[config.mk]
export PLATFORM = sky130hd
export DESIGN_NAME = mfe_param
export DESIGN_NICKNAME = d
export VERILOG_FILES = /design/src/rtl/mfe_param.sv
export SDC_FILE = /design/constraint.sdc
export NUM_CORES = 1
export LEC_CHECK = 0
export ABC_AREA = 1
export BUFFER_PORTS_ARGS = -buffer_cell sky130_fd_sc_hd__clkbuf_2
export CORE_MARGIN = 10
export CORE_UTILIZATION = 60
export CTS_BUF_LIST = sky130_fd_sc_hd__clkbuf_16
export CTS_CLUSTER_DIAMETER = 100
export DETAILED_ROUTE_END_ITERATION = 10
export PLACE_DENSITY = 0.79
export SLEW_MARGIN = 20
export SYNTH_ARGS = -nofsm -noshare
export SYNTH_HDL_FRONTEND = slang
export SYNTH_SLANG_ARGS = --single-unit
[constraint.sdc]
create_clock -name clk -period 27.7 [get_ports clk]
set_input_delay 4.155 -clock clk [delete_from_list [all_inputs] [get_ports clk]]
set_output_delay 4.155 -clock clk [all_outputs]
set_load 0.1 [all_outputs]
[src/rtl/mfe_param.sv]
// mfe_param: parametrised 3x3 rank filter over a raster image with zero padding.
// Reads pixels through a one-cycle-latency ROM port and writes one result
// per pixel, in raster order, to a result RAM port. The output is the median.
// Optional feature macro MFE_RANK_SEL_EN adds a `mode` input that selects
// median / minimum / maximum for the whole frame.
module mfe_param #(
  parameter int IMG_W = 128,
  parameter int IMG_H = 128,
  parameter int DW    = 8,
  parameter int AW    = 14
) (
  input  logic          clk,
  input  logic          reset,
  input  logic          ready,
  output logic          busy,
  output logic [AW-1:0] iaddr,
  input  logic [DW-1:0] idata,
  output logic [AW-1:0] addr,
  output logic [DW-1:0] data_wr,
  output logic          wen
`ifdef MFE_RANK_SEL_EN
  ,
  input  logic [1:0]    mode
`endif
);

  localparam logic [AW-1:0] W_A = AW'(IMG_W);
  localparam logic [AW-1:0] H_A = AW'(IMG_H);

  typedef enum logic [2:0] {
    S_IDLE,
    S_LOAD0,
    S_LOAD,
    S_SORT,
    S_WRITE,
    S_DONE
  } state_t;

  // Window columns: index 0 = L, 1 = C, 2 = R; rows 0..2 = y-1, y, y+1.
  localparam logic [1:0] COL_C = 2'd1;
  localparam logic [1:0] COL_R = 2'd2;

  state_t                    state_q, state_d;
  logic [1:0]                ph_q, ph_d;
  logic [AW-1:0]             x_q, x_d;
  logic [AW-1:0]             y_q, y_d;
  logic                      busy_q;
  logic [AW-1:0]             iaddr_q;
  logic [AW-1:0]             addr_q;
  logic [DW-1:0]             data_q;
  logic                      wen_q;
  logic [2:0][2:0][DW-1:0]   win_q;
  logic                      cap_v_q;
  logic                      cap_zero_q;
  logic [1:0]                cap_row_q;
  logic [1:0]                cap_col_q;
  logic                      shift_win;
  logic                      clr_win;
  logic                      start;
  logic                      cur_iss, cur_oob;
  logic                      nxt_iss, nxt_oob;
  logic [AW-1:0]             nxt_addr;
  logic [DW-1:0]             med_val;
  logic [DW-1:0]             rank_val;
`ifdef MFE_RANK_SEL_EN
  logic [1:0]                mode_q;
  logic [DW-1:0]             min_val;
  logic [DW-1:0]             max_val;
`endif

  // A read slot is issued in every LOAD0 phase and in LOAD phases 0..2;
  // LOAD phase 3 only captures the last returned pixel.
  function automatic logic slot_iss(input state_t st, input logic [1:0] ph);
    return (st == S_LOAD0) || ((st == S_LOAD) && (ph != 2'd3));
  endfunction

  function automatic logic [AW-1:0] slot_col(input state_t st, input logic [AW-1:0] x);
    return (st == S_LOAD0) ? '0 : (x + AW'(1));
  endfunction

  // Row index is carried as (row + 1) so y-1 never goes negative.
  function automatic logic slot_oob(input state_t st, input logic [1:0] ph,
                                    input logic [AW-1:0] x, input logic [AW-1:0] y);
    logic [AW-1:0] rowp1;
    rowp1 = y + AW'(ph);
    return (rowp1 == '0) || (rowp1 > H_A) || (slot_col(st, x) >= W_A);
  endfunction

  function automatic logic [AW-1:0] slot_addr(input state_t st, input logic [1:0] ph,
                                              input logic [AW-1:0] x, input logic [AW-1:0] y);
    logic [AW-1:0] row;
    row = y + AW'(ph) - AW'(1);
    return (row * W_A) + slot_col(st, x);
  endfunction

  function automatic logic [2*DW-1:0] cx(input logic [DW-1:0] a, input logic [DW-1:0] b);
    return (a > b) ? {a, b} : {b, a};
  endfunction

  function automatic logic [DW-1:0] mn(input logic [DW-1:0] a, input logic [DW-1:0] b);
    return (a < b) ? a : b;
  endfunction

  function automatic logic [DW-1:0] mx(input logic [DW-1:0] a, input logic [DW-1:0] b);
    return (a > b) ? a : b;
  endfunction

  // Next-state logic: frame sequencing, pixel counters and window control.
  always_comb begin
    state_d   = state_q;
    ph_d      = ph_q;
    x_d       = x_q;
    y_d       = y_q;
    shift_win = 1'b0;
    clr_win   = 1'b0;
    start     = 1'b0;
    unique case (state_q)
      S_IDLE: begin
        if (ready) begin
          state_d = S_LOAD0;
          ph_d    = '0;
          x_d     = '0;
          y_d     = '0;
          clr_win = 1'b1;
          start   = 1'b1;
        end
      end
      S_LOAD0: begin
        if (ph_q == 2'd2) begin
          state_d = S_LOAD;
          ph_d    = '0;
        end else begin
          ph_d = ph_q + 2'd1;
        end
      end
      S_LOAD: begin
        if (ph_q == 2'd3) begin
          state_d = S_SORT;
          ph_d    = '0;
        end else begin
          ph_d = ph_q + 2'd1;
        end
      end
      S_SORT: begin
        state_d = S_WRITE;
      end
      S_WRITE: begin
        ph_d = '0;
        if (x_q == (W_A - AW'(1))) begin
          x_d = '0;
          y_d = y_q + AW'(1);
          if (y_q == (H_A - AW'(1))) begin
            state_d = S_DONE;
          end else begin
            state_d = S_LOAD0;
            clr_win = 1'b1;
          end
        end else begin
          x_d       = x_q + AW'(1);
          state_d   = S_LOAD;
          shift_win = 1'b1;
        end
      end
      S_DONE: begin
        state_d = S_IDLE;
        y_d     = '0;
      end
      default: begin
        state_d = S_IDLE;
      end
    endcase
  end

  // Read-slot decode for the current cycle (capture tag) and the next
  // cycle (iaddr is registered, so it is computed one cycle ahead).
  always_comb begin
    cur_iss  = slot_iss(state_q, ph_q);
    cur_oob  = slot_oob(state_q, ph_q, x_q, y_q);
    nxt_iss  = slot_iss(state_d, ph_d);
    nxt_oob  = slot_oob(state_d, ph_d, x_d, y_d);
    nxt_addr = slot_addr(state_d, ph_d, x_d, y_d);
  end

  // 19 compare-exchange median-of-9 network.
  always_comb begin
    logic [8:0][DW-1:0] s;
    s = win_q;
    {s[2], s[1]} = cx(s[1], s[2]);
    {s[5], s[4]} = cx(s[4], s[5]);
    {s[8], s[7]} = cx(s[7], s[8]);
    {s[1], s[0]} = cx(s[0], s[1]);
    {s[4], s[3]} = cx(s[3], s[4]);
    {s[7], s[6]} = cx(s[6], s[7]);
    {s[2], s[1]} = cx(s[1], s[2]);
    {s[5], s[4]} = cx(s[4], s[5]);
    {s[8], s[7]} = cx(s[7], s[8]);
    {s[3], s[0]} = cx(s[0], s[3]);
    {s[8], s[5]} = cx(s[5], s[8]);
    {s[7], s[4]} = cx(s[4], s[7]);
    {s[6], s[3]} = cx(s[3], s[6]);
    {s[4], s[1]} = cx(s[1], s[4]);
    {s[5], s[2]} = cx(s[2], s[5]);
    {s[7], s[4]} = cx(s[4], s[7]);
    {s[2], s[4]} = cx(s[4], s[2]);
    {s[4], s[6]} = cx(s[6], s[4]);
    {s[2], s[4]} = cx(s[4], s[2]);
    med_val = s[4];
  end

`ifdef MFE_RANK_SEL_EN
  // Separate 8-compare min and max trees over the nine taps.
  always_comb begin
    logic [8:0][DW-1:0] t;
    t = win_q;
    min_val = mn(mn(mn(mn(t[0], t[1]), mn(t[2], t[3])),
                    mn(mn(t[4], t[5]), mn(t[6], t[7]))), t[8]);
    max_val = mx(mx(mx(mx(t[0], t[1]), mx(t[2], t[3])),
                    mx(mx(t[4], t[5]), mx(t[6], t[7]))), t[8]);
  end

  // Rank select for the frame; codes 00 and 11 both give the median.
  always_comb begin
    unique case (mode_q)
      2'b01:   rank_val = min_val;
      2'b10:   rank_val = max_val;
      default: rank_val = med_val;
    endcase
  end

  // Mode is sampled once, when the start request is accepted.
  always_ff @(posedge clk or posedge reset) begin
    if (reset) begin
      mode_q <= '0;
    end else if (start) begin
      mode_q <= mode;
    end
  end
`else
  // Without rank selection the result is always the median.
  always_comb begin
    rank_val = med_val;
  end
`endif

  // Control, address and output registers.
  always_ff @(posedge clk or posedge reset) begin
    if (reset) begin
      state_q    <= S_IDLE;
      ph_q       <= '0;
      x_q        <= '0;
      y_q        <= '0;
      busy_q     <= 1'b0;
      iaddr_q    <= '0;
      addr_q     <= '0;
      data_q     <= '0;
      wen_q      <= 1'b0;
      cap_v_q    <= 1'b0;
      cap_zero_q <= 1'b0;
      cap_row_q  <= '0;
      cap_col_q  <= '0;
    end else begin
      state_q    <= state_d;
      ph_q       <= ph_d;
      x_q        <= x_d;
      y_q        <= y_d;
      busy_q     <= (state_d != S_IDLE);
      wen_q      <= (state_d == S_WRITE);
      // Out-of-image slots keep the previous address on the bus.
      if (nxt_iss && !nxt_oob) begin
        iaddr_q <= nxt_addr;
      end
      cap_v_q    <= cur_iss;
      cap_zero_q <= cur_oob;
      cap_row_q  <= ph_q;
      cap_col_q  <= (state_q == S_LOAD0) ? COL_C : COL_R;
      if (state_q == S_SORT) begin
        data_q <= rank_val;
        addr_q <= (y_q * W_A) + x_q;
      end
    end
  end

  // Window: cleared at row start, shifted left per pixel, filled by captures.
  // The x=0 pixel fills C (LOAD0) then R (LOAD) without shifting in between.
  always_ff @(posedge clk or posedge reset) begin
    if (reset) begin
      win_q <= '0;
    end else if (clr_win) begin
      win_q <= '0;
    end else if (shift_win) begin
      win_q[0] <= win_q[1];
      win_q[1] <= win_q[2];
      win_q[2] <= '0;
    end else if (cap_v_q) begin
      win_q[cap_col_q][cap_row_q] <= cap_zero_q ? '0 : idata;
    end
  end

  assign busy    = busy_q;
  assign iaddr   = iaddr_q;
  assign addr    = addr_q;
  assign data_wr = data_q;
  assign wen     = wen_q;

endmodule
==> results by stage, run 1 <==
Outcome:
- The run finished with clean final reports.

Synth:
- The portion of the post-synthesis area used by sequential elements is 25.8%.
- The post-synth net total is 2348.
- After synthesis the netlist holds a flip-flop and latch count of 149.
- During synthesis, Yosys emitted a total of 0 warnings.
- The cell area after technology mapping is 0.0144 mm².
- Dividing the synthesized area by the synthesized cell count gives 6.68 µm².
- The count of cell types in the netlist is 55.
- Among all flip-flop cells after synthesis, the most frequent one is sky130_fd_sc_hd__dfrtp_1.
- The cell count after synthesis is 2161.
- The number of synthesized flops with an enable pin is 0.
- The fraction of synthesis flops using an asynchronous set or reset pin is 100%.

Detailed routing:
- The DRC violation count after routing is 0.
- The first TritonRoute pass finished after 6 iterations.
- Summing over every cut layer, the via total after detailed routing is 14600.
- Dividing the detail-routed wire length by the instance count gives 16.9 µm.
- The number of design-rule violations left by the first detailed-router iteration is 1955.
- The via-per-instance ratio is 5.81.
- The total length of routed wires is 42.4 mm.
- In this run the remaining antenna-violating nets after routing total 0.

Critical path:
- STA classifies the critical path endpoint as a register.
- The largest driver fanout on the critical path is 31.
- The arrival time at the worst endpoint is 16.15 ns.
- The startpoint kind of the worst setup timing path is a register.
- On the worst path, the slowest cell contributes a delay of 0.77 ns.
- The critical path in this run is classified as reg -> reg.
- The cell type of the slowest stage on the worst timing path is sky130_fd_sc_hd__a21oi_1.
- The dominant cell type by count on the critical path is sky130_fd_sc_hd__nand2_1.
- At the worst endpoint, the required time is 28.07 ns.

Clocking:
- For this design, the sink count on the clock tree is 149.
- Gates resized during post-CTS repair numbered 0.
- CTS placed an instance of sky130_fd_sc_hd__clkbuf_16 at the clock tree root.
- The clock tree buffer depth is 2.
- Clock latency on the worst-skew pair, taken at its later pin, is 0.44 ns.
- The total CTS buffers is 17.
- After clock tree synthesis, the clock-pin slew on the worst setup and hold paths is 0.08 ns.
- Buffers inserted to repair hold after CTS numbered 0.
- TritonCTS built the clock tree.
- The count of H-tree levels built during CTS is 4.
- Buffers added to address setup during post-CTS repair amount to 0.

Finish:
- The layout cell share with drive strength beyond 1 is 7.86%.
- After filler insertion, the fill cell instance count of the layout stands at 2153.
- From synthesis to final layout, the design area changed by 7.64%.
- Leaving out fill and tap cells, the most frequent cell in the layout is sky130_fd_sc_hd__nand2_1.
- The library cells used most frequently in the layout, excluding fill and tap cells, are sky130_fd_sc_hd__nand2_1 (516), sky130_fd_sc_hd__o21ai_0 (298), sky130_fd_sc_hd__inv_1 (242).
- The net count of the finished layout is 2361.
- The utilization of the core after routing is 66.0%.
- Once layout is done, the placed cells without fillers occupy 0.0155 mm².
- The number of antenna repair diodes is 0.

STA:
- The final cycle utilization of the critical path is 57.0%.
- In the final timing run, aggregate negative setup slack is 0 ns.
- The routed design could run at a clock period as short as 15.78 ns.
- Static timing analysis puts the maximum clock frequency at 0.0634 GHz.
- The number of failing hold endpoints at the final stage is 0.
- Between clock sinks in the finished design, the worst skew comes to 0.0184 ns.
- Setup repair after global routing left no endpoint under its margin.
- Setup violations remaining at the end of the flow were counted as 0.
- The transition time at the pin with the least slew margin is 1.07 ns.
- The number of pins exceeding their max-slew limit in the final report is 0.
- The worst slew margin relative to its limit is 27.9%.

Placement:
- The half-perimeter wire length after detailed placement is 32.9 mm.
- The number of buffers added on ports is 48.
- Summing all placed instances gives a cell area of 0.0149 mm².
- Routability-driven placement finished with a final weighted congestion of 1.03.

Floorplanning:
- Measured along the x axis, the die boundary spans 175 µm.
- The floorplan has 56 rows.
- The overall die area is 0.0307 mm².
- After floorplanning, the core was sized to cover 0.0235 mm².
- The starting density of the core is 61.3%.
- The number of primary I/O pins is 49.
- The y dimension of the die is 175 µm.

Pwr:
- The switching power share of the total is 26.8%.
- The cell internal power dissipation is 0.362 mW.
- Combinational logic burns 4.8% of the power.
- Per report_power, the clock group accounts for 50.4% of the total.
- Sequential cells account for 44.7% of the total power.
- The power density over cell area is 31.8 mW/mm².
- The highest ir drop seen on vdd is 0.0000325 V.
- The analysis attributes to cell leakage a power of 7.91 nW.
- The reported net switching power is 0.132 mW.

Worst hold path:
- The tightest min-delay check is of the reg -> reg type.

GRT:
- The first-pass GRT wire length is 68.7 mm.
- After global routing the overflow that remains totals 0.
- The initial antenna violation count is 0.
- Across every metal layer, demand over resource in global routing totals 27.4%.
- The largest net degree at the start of global routing is 90.
- The number of global-route vias before repair is 13200.

Run:
- The max-capacitance violation count is 0.
## synth_stat cells (4+ instances only)
master	instances	area, µm²
sky130_fd_sc_hd__nand2_2	27	169
sky130_fd_sc_hd__o211ai_1	6	45.0
sky130_fd_sc_hd__o21ai_0	299	1500
sky130_fd_sc_hd__a21oi_1	193	966
sky130_fd_sc_hd__buf_2	4	20.0
sky130_fd_sc_hd__nand2_4	5	56.3
sky130_fd_sc_hd__xnor2_1	9	78.8
sky130_fd_sc_hd__nand3_1	105	526
sky130_fd_sc_hd__inv_1	243	912
sky130_fd_sc_hd__nor2_2	4	25.0
sky130_fd_sc_hd__ha_1	172	2150
sky130_fd_sc_hd__o21ai_2	7	61.3
sky130_fd_sc_hd__xor2_1	23	201
sky130_fd_sc_hd__nand4_1	16	100
sky130_fd_sc_hd__nand3_2	4	40.0
sky130_fd_sc_hd__a211oi_1	13	97.6
sky130_fd_sc_hd__o21ai_1	32	160
sky130_fd_sc_hd__o31ai_1	6	45.0
sky130_fd_sc_hd__o22ai_1	5	31.3
sky130_fd_sc_hd__a32oi_1	6	52.6
sky130_fd_sc_hd__nor2_1	164	616
sky130_fd_sc_hd__and2_1	7	43.8
sky130_fd_sc_hd__fa_1	4	80.1
sky130_fd_sc_hd__buf_1	5	18.8
sky130_fd_sc_hd__inv_2	12	45.0
sky130_fd_sc_hd__or2_2	6	37.5
sky130_fd_sc_hd__nand2_1	516	1940
sky130_fd_sc_hd__clkbuf_1	57	214
sky130_fd_sc_hd__dfrtp_1	149	3730
sky130_fd_sc_hd__nor3_1	20	100
## cell type report
type / instances / area [µm²] / area share (%)
Tap cell: 319 / 399 / 2.57
Clock buffer: 17 / 425 / 2.74
Timing Repair Buffer: 63 / 350 / 2.25
Inverter: 259 / 980 / 6.31
Clock inverter: 15 / 188 / 1.21
Sequential cell: 149 / 3730 / 24.0
Multi-Input combinational cell: 1684 / 9470 / 60.9
## state kept, by name (all words and copies together), names as in the netlist
register and count:
wen 1, cap_row_q 2, cap_zero_q 1, data_wr 8, state_q 3, busy 1
cap_v_q 1, win_q 72, cap_col_q 2, x_q 14, iaddr 14, y_q 14
addr 14, ph_q 2
## power by group through the flow
stage	Clock [mW]	Combinational [mW]	Sequential, mW
after floorplan	0	0.0103	0.233
final	0.249	0.0239	0.221
after global routing	0.259	0.0264	0.221
after detailed placement	0	0.0242	0.225
after global placement	0	0.0238	0.225
after CTS	0.249	0.0243	0.221
## stage by stage
step	setup WS (ns)	instances	hold WS [ns]	total power, mW
after floorplan	15.22	2161	0.444	0.243
after global placement	12.28	2470	0.458	0.249
after detailed placement	11.97	2470	0.464	0.249
after CTS	11.90	2502	0.483	0.494
after global routing	10.41	2506	0.512	0.506
final	11.92	2506	0.483	0.494
## kinds of logic (layout without fill, tap and decap cells)
| logic type | after synthesis | after routing | share of synthesized area, % |
|---|---|---|---|
| simple gates | 884 | 884 | 26.1 |
| fa+ha+maj | 176 | 176 | 15.5 |
| buf+inv | 328 | 354 | 8.71 |
| compound gates | 592 | 592 | 22.0 |
| flops | 149 | 149 | 25.8 |
| xor+xnor | 32 | 32 | 1.94 |
## per-layer routing
metal | GRT usage (%) | wire, µm | up-vias
li1 | - | - | 7269
met5 | 0 | 0 | -
met1 | 38.3 | 19500 | 6648
met4 | 8.19 | 1040 | 0
met2 | 42.5 | 18600 | 572
met3 | 4.42 | 3310 | 75
## worst max-delay path: cells and delay by family, from the launching register on
kind | cells | cell delay (ns)
AOI/OAI and AO/OA | 17 | 6.12
DFF | 1 | 0.37
and+or+nand+nor | 39 | 4.22
adders and majority gates | 9 | 2.62
buffers and inverters | 13 | 2.39
## worst paths after layout
kind,cells after the start,from,slack (ns),endpoint
max,78,win_q[41]$_DFFE_PP0P_,11.92,data_wr[6]$_DFFE_PP0N_
min,2,data_wr[2]$_DFFE_PP0N_,0.48,data_wr[2]$_DFFE_PP0N_
max reg2reg,78,win_q[41]$_DFFE_PP0P_,11.92,data_wr[6]$_DFFE_PP0N_
min reg2reg,2,data_wr[2]$_DFFE_PP0N_,0.48,data_wr[2]$_DFFE_PP0N_
max in group asynchronous,3,reset,22.51,addr[12]$_DFFE_PP0N_
min in group asynchronous,2,reset,3.86,win_q[71]$_DFFE_PP0P_
Power figures use the tool's default switching activity.
==> run 2, diff against run 1 <==
- ABC_AREA: 1 -> 0
- CORE_UTILIZATION: 60 -> 58
- PLACE_DENSITY: 0.79 -> 0.8
- clock period: 27.7 -> 14.3 ns (I/O delays scaled with it)
==> run 2 against run 1 <==
  * The run now ends with setup timing left
  * Register-to-register slack worse by 12 ns
  * Worst hold slack got worse by 0.0063 ns
  * Cell count shrank 3.0%
  * Worst setup slack got worse by 12 ns
  * Routed wire length rose by 15%
  * Core utilization up 5.4 points
  * Sequential cell count unchanged
  * First-iteration DRC count decreased by 29%
  * Clock-buffer cell count stayed put
==> results by stage, run 2 <==
Critical path:
- The reg-to-reg setup timing slack was -0.40 ns (-12.32 ns).
- The critical path in this run is classified as reg -> reg.
- The startpoint identified for the worst register-to-register timing path is win_q[69]$_DFFE_PP0P_.
- The largest driver fanout on the critical path is 7 (-77%).
- The launching element of the worst setup path is win_q[69]$_DFFE_PP0P_.
- In this run the critical register-to-register path is captured at data_wr[2]$_DFFE_PP0N_.
- The arrival time at the worst endpoint was 15.01 ns (-1.14 ns).
- For this design, the slowest cell found on the critical path is sky130_fd_sc_hd__or4_4.
- The worst stage delay on the critical path is 0.55 ns (-0.22 ns).
- The cell count of the worst reg-to-reg path was 89 (+14%).
- The required time at the worst-slack endpoint is 14.61 ns (-13.46 ns).
- The worst setup path is captured at a register.
- The worst setup path is launched from a register.
- The most critical setup path has its endpoint at data_wr[2]$_DFFE_PP0N_.

Synth:
- The post-synthesis area per instance is 7.89 µm² (+18%).
- The fraction of post-synthesis cell area in the top cell type by area is 24.4% (-1.4 points).
- Ranked by instance count, the synthesized netlist is headed by sky130_fd_sc_hd__nand2_1 (233), sky130_fd_sc_hd__ha_1 (172), sky130_fd_sc_hd__a21oi_1 (165).
- The fraction of synthesis flops using an asynchronous set or reset pin is 100% (unchanged).
- The post-synthesis sequential element count was 149 (unchanged).
- The number of synthesized flops with an enable pin is 0 (unchanged).
- Of all cell types, the one taking the most synthesized area is sky130_fd_sc_hd__dfrtp_1.
- The cell area after technology mapping is 0.0153 mm² (+5.8%).
- The cell count after synthesis is 1935 (-10%).
- The post-synth net total is 2122 (-9.6%).
- The count of cell types in the netlist is 89 (+62%).
- The portion of the post-synthesis area used by sequential elements is 24.4% (-1.4 points).
- The Yosys warning count is 0 (unchanged).
- Yosys attributes the largest share of cell area to sky130_fd_sc_hd__dfrtp_1 (24%), sky130_fd_sc_hd__ha_1 (14%), sky130_fd_sc_hd__mux2i_1 (7.1%).
- The most common cell in the synthesized netlist is sky130_fd_sc_hd__nand2_1.
- For this run, the leading register cell type out of synthesis is sky130_fd_sc_hd__dfrtp_1.

Finish:
- The number of antenna repair diodes is 0 (unchanged).
- The layout cell share with drive strength beyond 1 was 22.5% (+15 points).
- The library cell used most frequently in the layout, excluding fill and tap cells, is sky130_fd_sc_hd__nand2_1.
- The number of flip-flops in the largest register is 72 (unchanged).
- The largest register by flop count is win_q.
- In the layout the commonest cells are sky130_fd_sc_hd__nand2_1 (224), sky130_fd_sc_hd__buf_4 (155), sky130_fd_sc_hd__ha_1 (150).
- Relative to the synthesized area, the layout overhead comes to 21.4%.
- The net count of the finished layout is 2272 (-3.8%).
- The final non-filler cell total came to 2432 (-3.0%).

Floorplanning:
- The starting density of the core is 58.8% (-2.5 points).
- The overall die area is 0.0332 mm² (+8.4%).
- The chip width is 182 µm (+4.1%).
- The number of primary I/O pins is 49 (unchanged).
- The y dimension of the die is 182 µm (+4.1%).
- The placeable core region was 0.0260 mm² (+10%).
- The row count is 59 (+5.4%).

GRT:
- The number of global-route vias before repair is 14700 (+11%).
- The initial antenna violation count is 0 (unchanged).
- The residual overflow from global routing is 0 (unchanged).
- The overall routing resource usage was 27.4% (+0.078 points).
- The first-pass GRT wire length is 75.2 mm (+9.3%).
- The largest net degree at the start of global routing came to 96 (+6.7%).

Clocking:
- The worst-skew pair later-pin latency is 0.44 ns (about the same).
- The clock-pin transition on the worst setup and hold timing paths is 0.07 ns (about the same).
- The number of clock sinks is 149 (unchanged).
- The count of H-tree levels built during CTS came to 4 (unchanged).
- The total CTS buffers is 17 (unchanged).
- The TritonCTS clock tree is yes.
- The clock tree buffer depth came to 2 (unchanged).
- The cell at the root of the clock tree is sky130_fd_sc_hd__clkbuf_16.
- The number of buffers added to fix hold violations after cts is 0 (unchanged).

Placement:
- The post-placement cell count is 2338 (-5.3%).
- The number of buffers added on ports is 48 (unchanged).
- The half-perimeter wire length after detailed placement is 35.9 mm (+9.1%).
- The routability congestion estimate from global placement is 0.991 (-4.1%).

STA:
- Setup repair after global routing could not meet its margin everywhere.
- The worst slew margin relative to its limit is 24.3% (-3.6 points).
- The minimum clock period is 14.70 ns (-1.08 ns).
- The count of final setup violators is 8 (+8).
- The maximum clock frequency came to 0.0680 GHz (+7.3%).
- The final cycle utilization of the critical path is 103% (+46 points).
- The number of failing hold endpoints at the final stage is 0 (unchanged).
- The number of pins exceeding their max-slew limit in the final report is 0 (unchanged).
- The setup skew after layout came to 0.0117 ns (-0.00669 ns).
- The final critical-path setup slack came to -0.401 ns (-12.32 ns).
- The transition time at the pin with the least slew margin is 1.12 ns (+0.0470 ns).

Run:
- The max-capacitance violation count came to 0 (unchanged).

Outcome:
- The run finished, with violations left.
- The final reports fail on setup timing.

Detailed routing:
- The total via count in the routed design is 15500 (+6.3%).
- The via-per-instance ratio is 6.36 (+9.5%).
- The DRC violation count after routing is 0 (unchanged).
- The number of antenna-violating nets in the routed design was 0 (unchanged).
- The number of design-rule violations left by the first detailed-router iteration is 1386 (-29%).
- The total length of routed wires is 48.7 mm (+15%).
- The number of optimization iterations in the first detailed-route pass came to 6 (unchanged).
- The wire length per cell after detailed routing came to 20.0 µm (+18%).

Pwr:
- The highest ir drop seen on vdd is 0.0000696 V (+110%).
- The cell leakage power came to 8.49 nW (+7.4%).
- The power density over cell area is 49.4 mW/mm² (+55%).
- The total power consumption of the routed design came to 0.916 mW (+85%).

Worst hold path:
- The min-delay analysis places its worst path in the category reg -> reg.
-- run 2: worst min-delay path by stage --
stage	depth (start not counted)	startpoint	end	slack [ns]
4_1_cts	2	addr[0]$_DFFE_PP0N_	addr[0]$_DFFE_PP0N_	0.48
3_3_place_gp	2	addr[3]$_DFFE_PP0N_	addr[3]$_DFFE_PP0N_	0.46
3_5_place_dp	2	addr[0]$_DFFE_PP0N_	addr[0]$_DFFE_PP0N_	0.46
2_1_floorplan	0	ph_q[1]$_DFF_PP0_	cap_row_q[1]$_DFF_PP0_	0.44
6_report	2	addr[0]$_DFFE_PP0N_	addr[0]$_DFFE_PP0N_	0.48
5_1_grt	2	addr[0]$_DFFE_PP0N_	addr[0]$_DFFE_PP0N_	0.50
-- run 2: kinds of logic after synthesis --
logic type | after synthesis | share of synthesized area (%)
adders and majority gates | 177 | 14.7
and+or+nand+nor | 657 | 20.4
muxes | 158 | 10.9
DFF | 149 | 24.4
buffers and inverters | 241 | 6.03
AOI/OAI and AO/OA | 516 | 21.5
xor gates and xnor gates | 37 | 2.17
-- run 2: cell type report --
| type | count | area, µm² |
|---|---|---|
| well taps | 335 | 419 |
| clock buffers | 17 | 425 |
| repair buffers | 220 | 1640 |
| fillers | 1969 | 7440 |
| multi-input cells | 1546 | 11500 |
| clock inverters | 14 | 201 |
| flip-flops and latches | 149 | 3730 |
| inverters | 151 | 582 |
-- run 2: metrics by stage --
step / utilization, % / setup slack [ns] / setup TNS (ns) / area, µm² / hold slack [ns]
after floorplan: - / -0.121 / -0.596 / 15600 / 0.444
after global placement: 64.1 / 0.0876 / 0 / 16700 / 0.459
after detailed placement: 64.1 / -0.326 / -2.47 / 16700 / 0.463
after CTS: 67.8 / 0.000730 / 0 / 17600 / 0.478
after global routing: 71.4 / -0.971 / -7.53 / 18500 / 0.497
final: 71.4 / -0.401 / -2.90 / 18500 / 0.477
-- run 2: what timing repair did --
| action | 4_1_cts | 5_1_grt |
|---|---|---|
| pin swaps | 13 | 78 |
| gates cloned | 3 | 2 |
| gates resized for setup | 33 | 128 |
| endpoints found under the setup margin | 8 | 8 |
| setup buffers | 21 | 38 |
-- run 2: report_power, final --
group / leakage, nW / internal (mW) / total, mW / switching (mW)
logic: 6.24 / 0.00170 / 0.0109 / 0.00923
registers: 1.96 / 0.421 / 0.421 / 0
clock network: 0.294 / 0.293 / 0.484 / 0.190
total: 8.49 / 0.717 / 0.916 / 0.200
-- run 2: critical path: cells and delay by family, from the launching register on --
kind                       cells  cell delay [ns]
AOI/OAI and AO/OA             39             5.96
adders and majority gates      9             2.19
muxes                          3             0.87
and+or+nand+nor               30             4.07
buffers and inverters          8             1.05
DFF                            1             0.39
-- run 2: layer usage --
metal	track usage (%)	routed length (µm)
met5	0	0
met4	14.6	2590
met3	3.48	2790
met2	47.7	24000
met1	32.3	19300
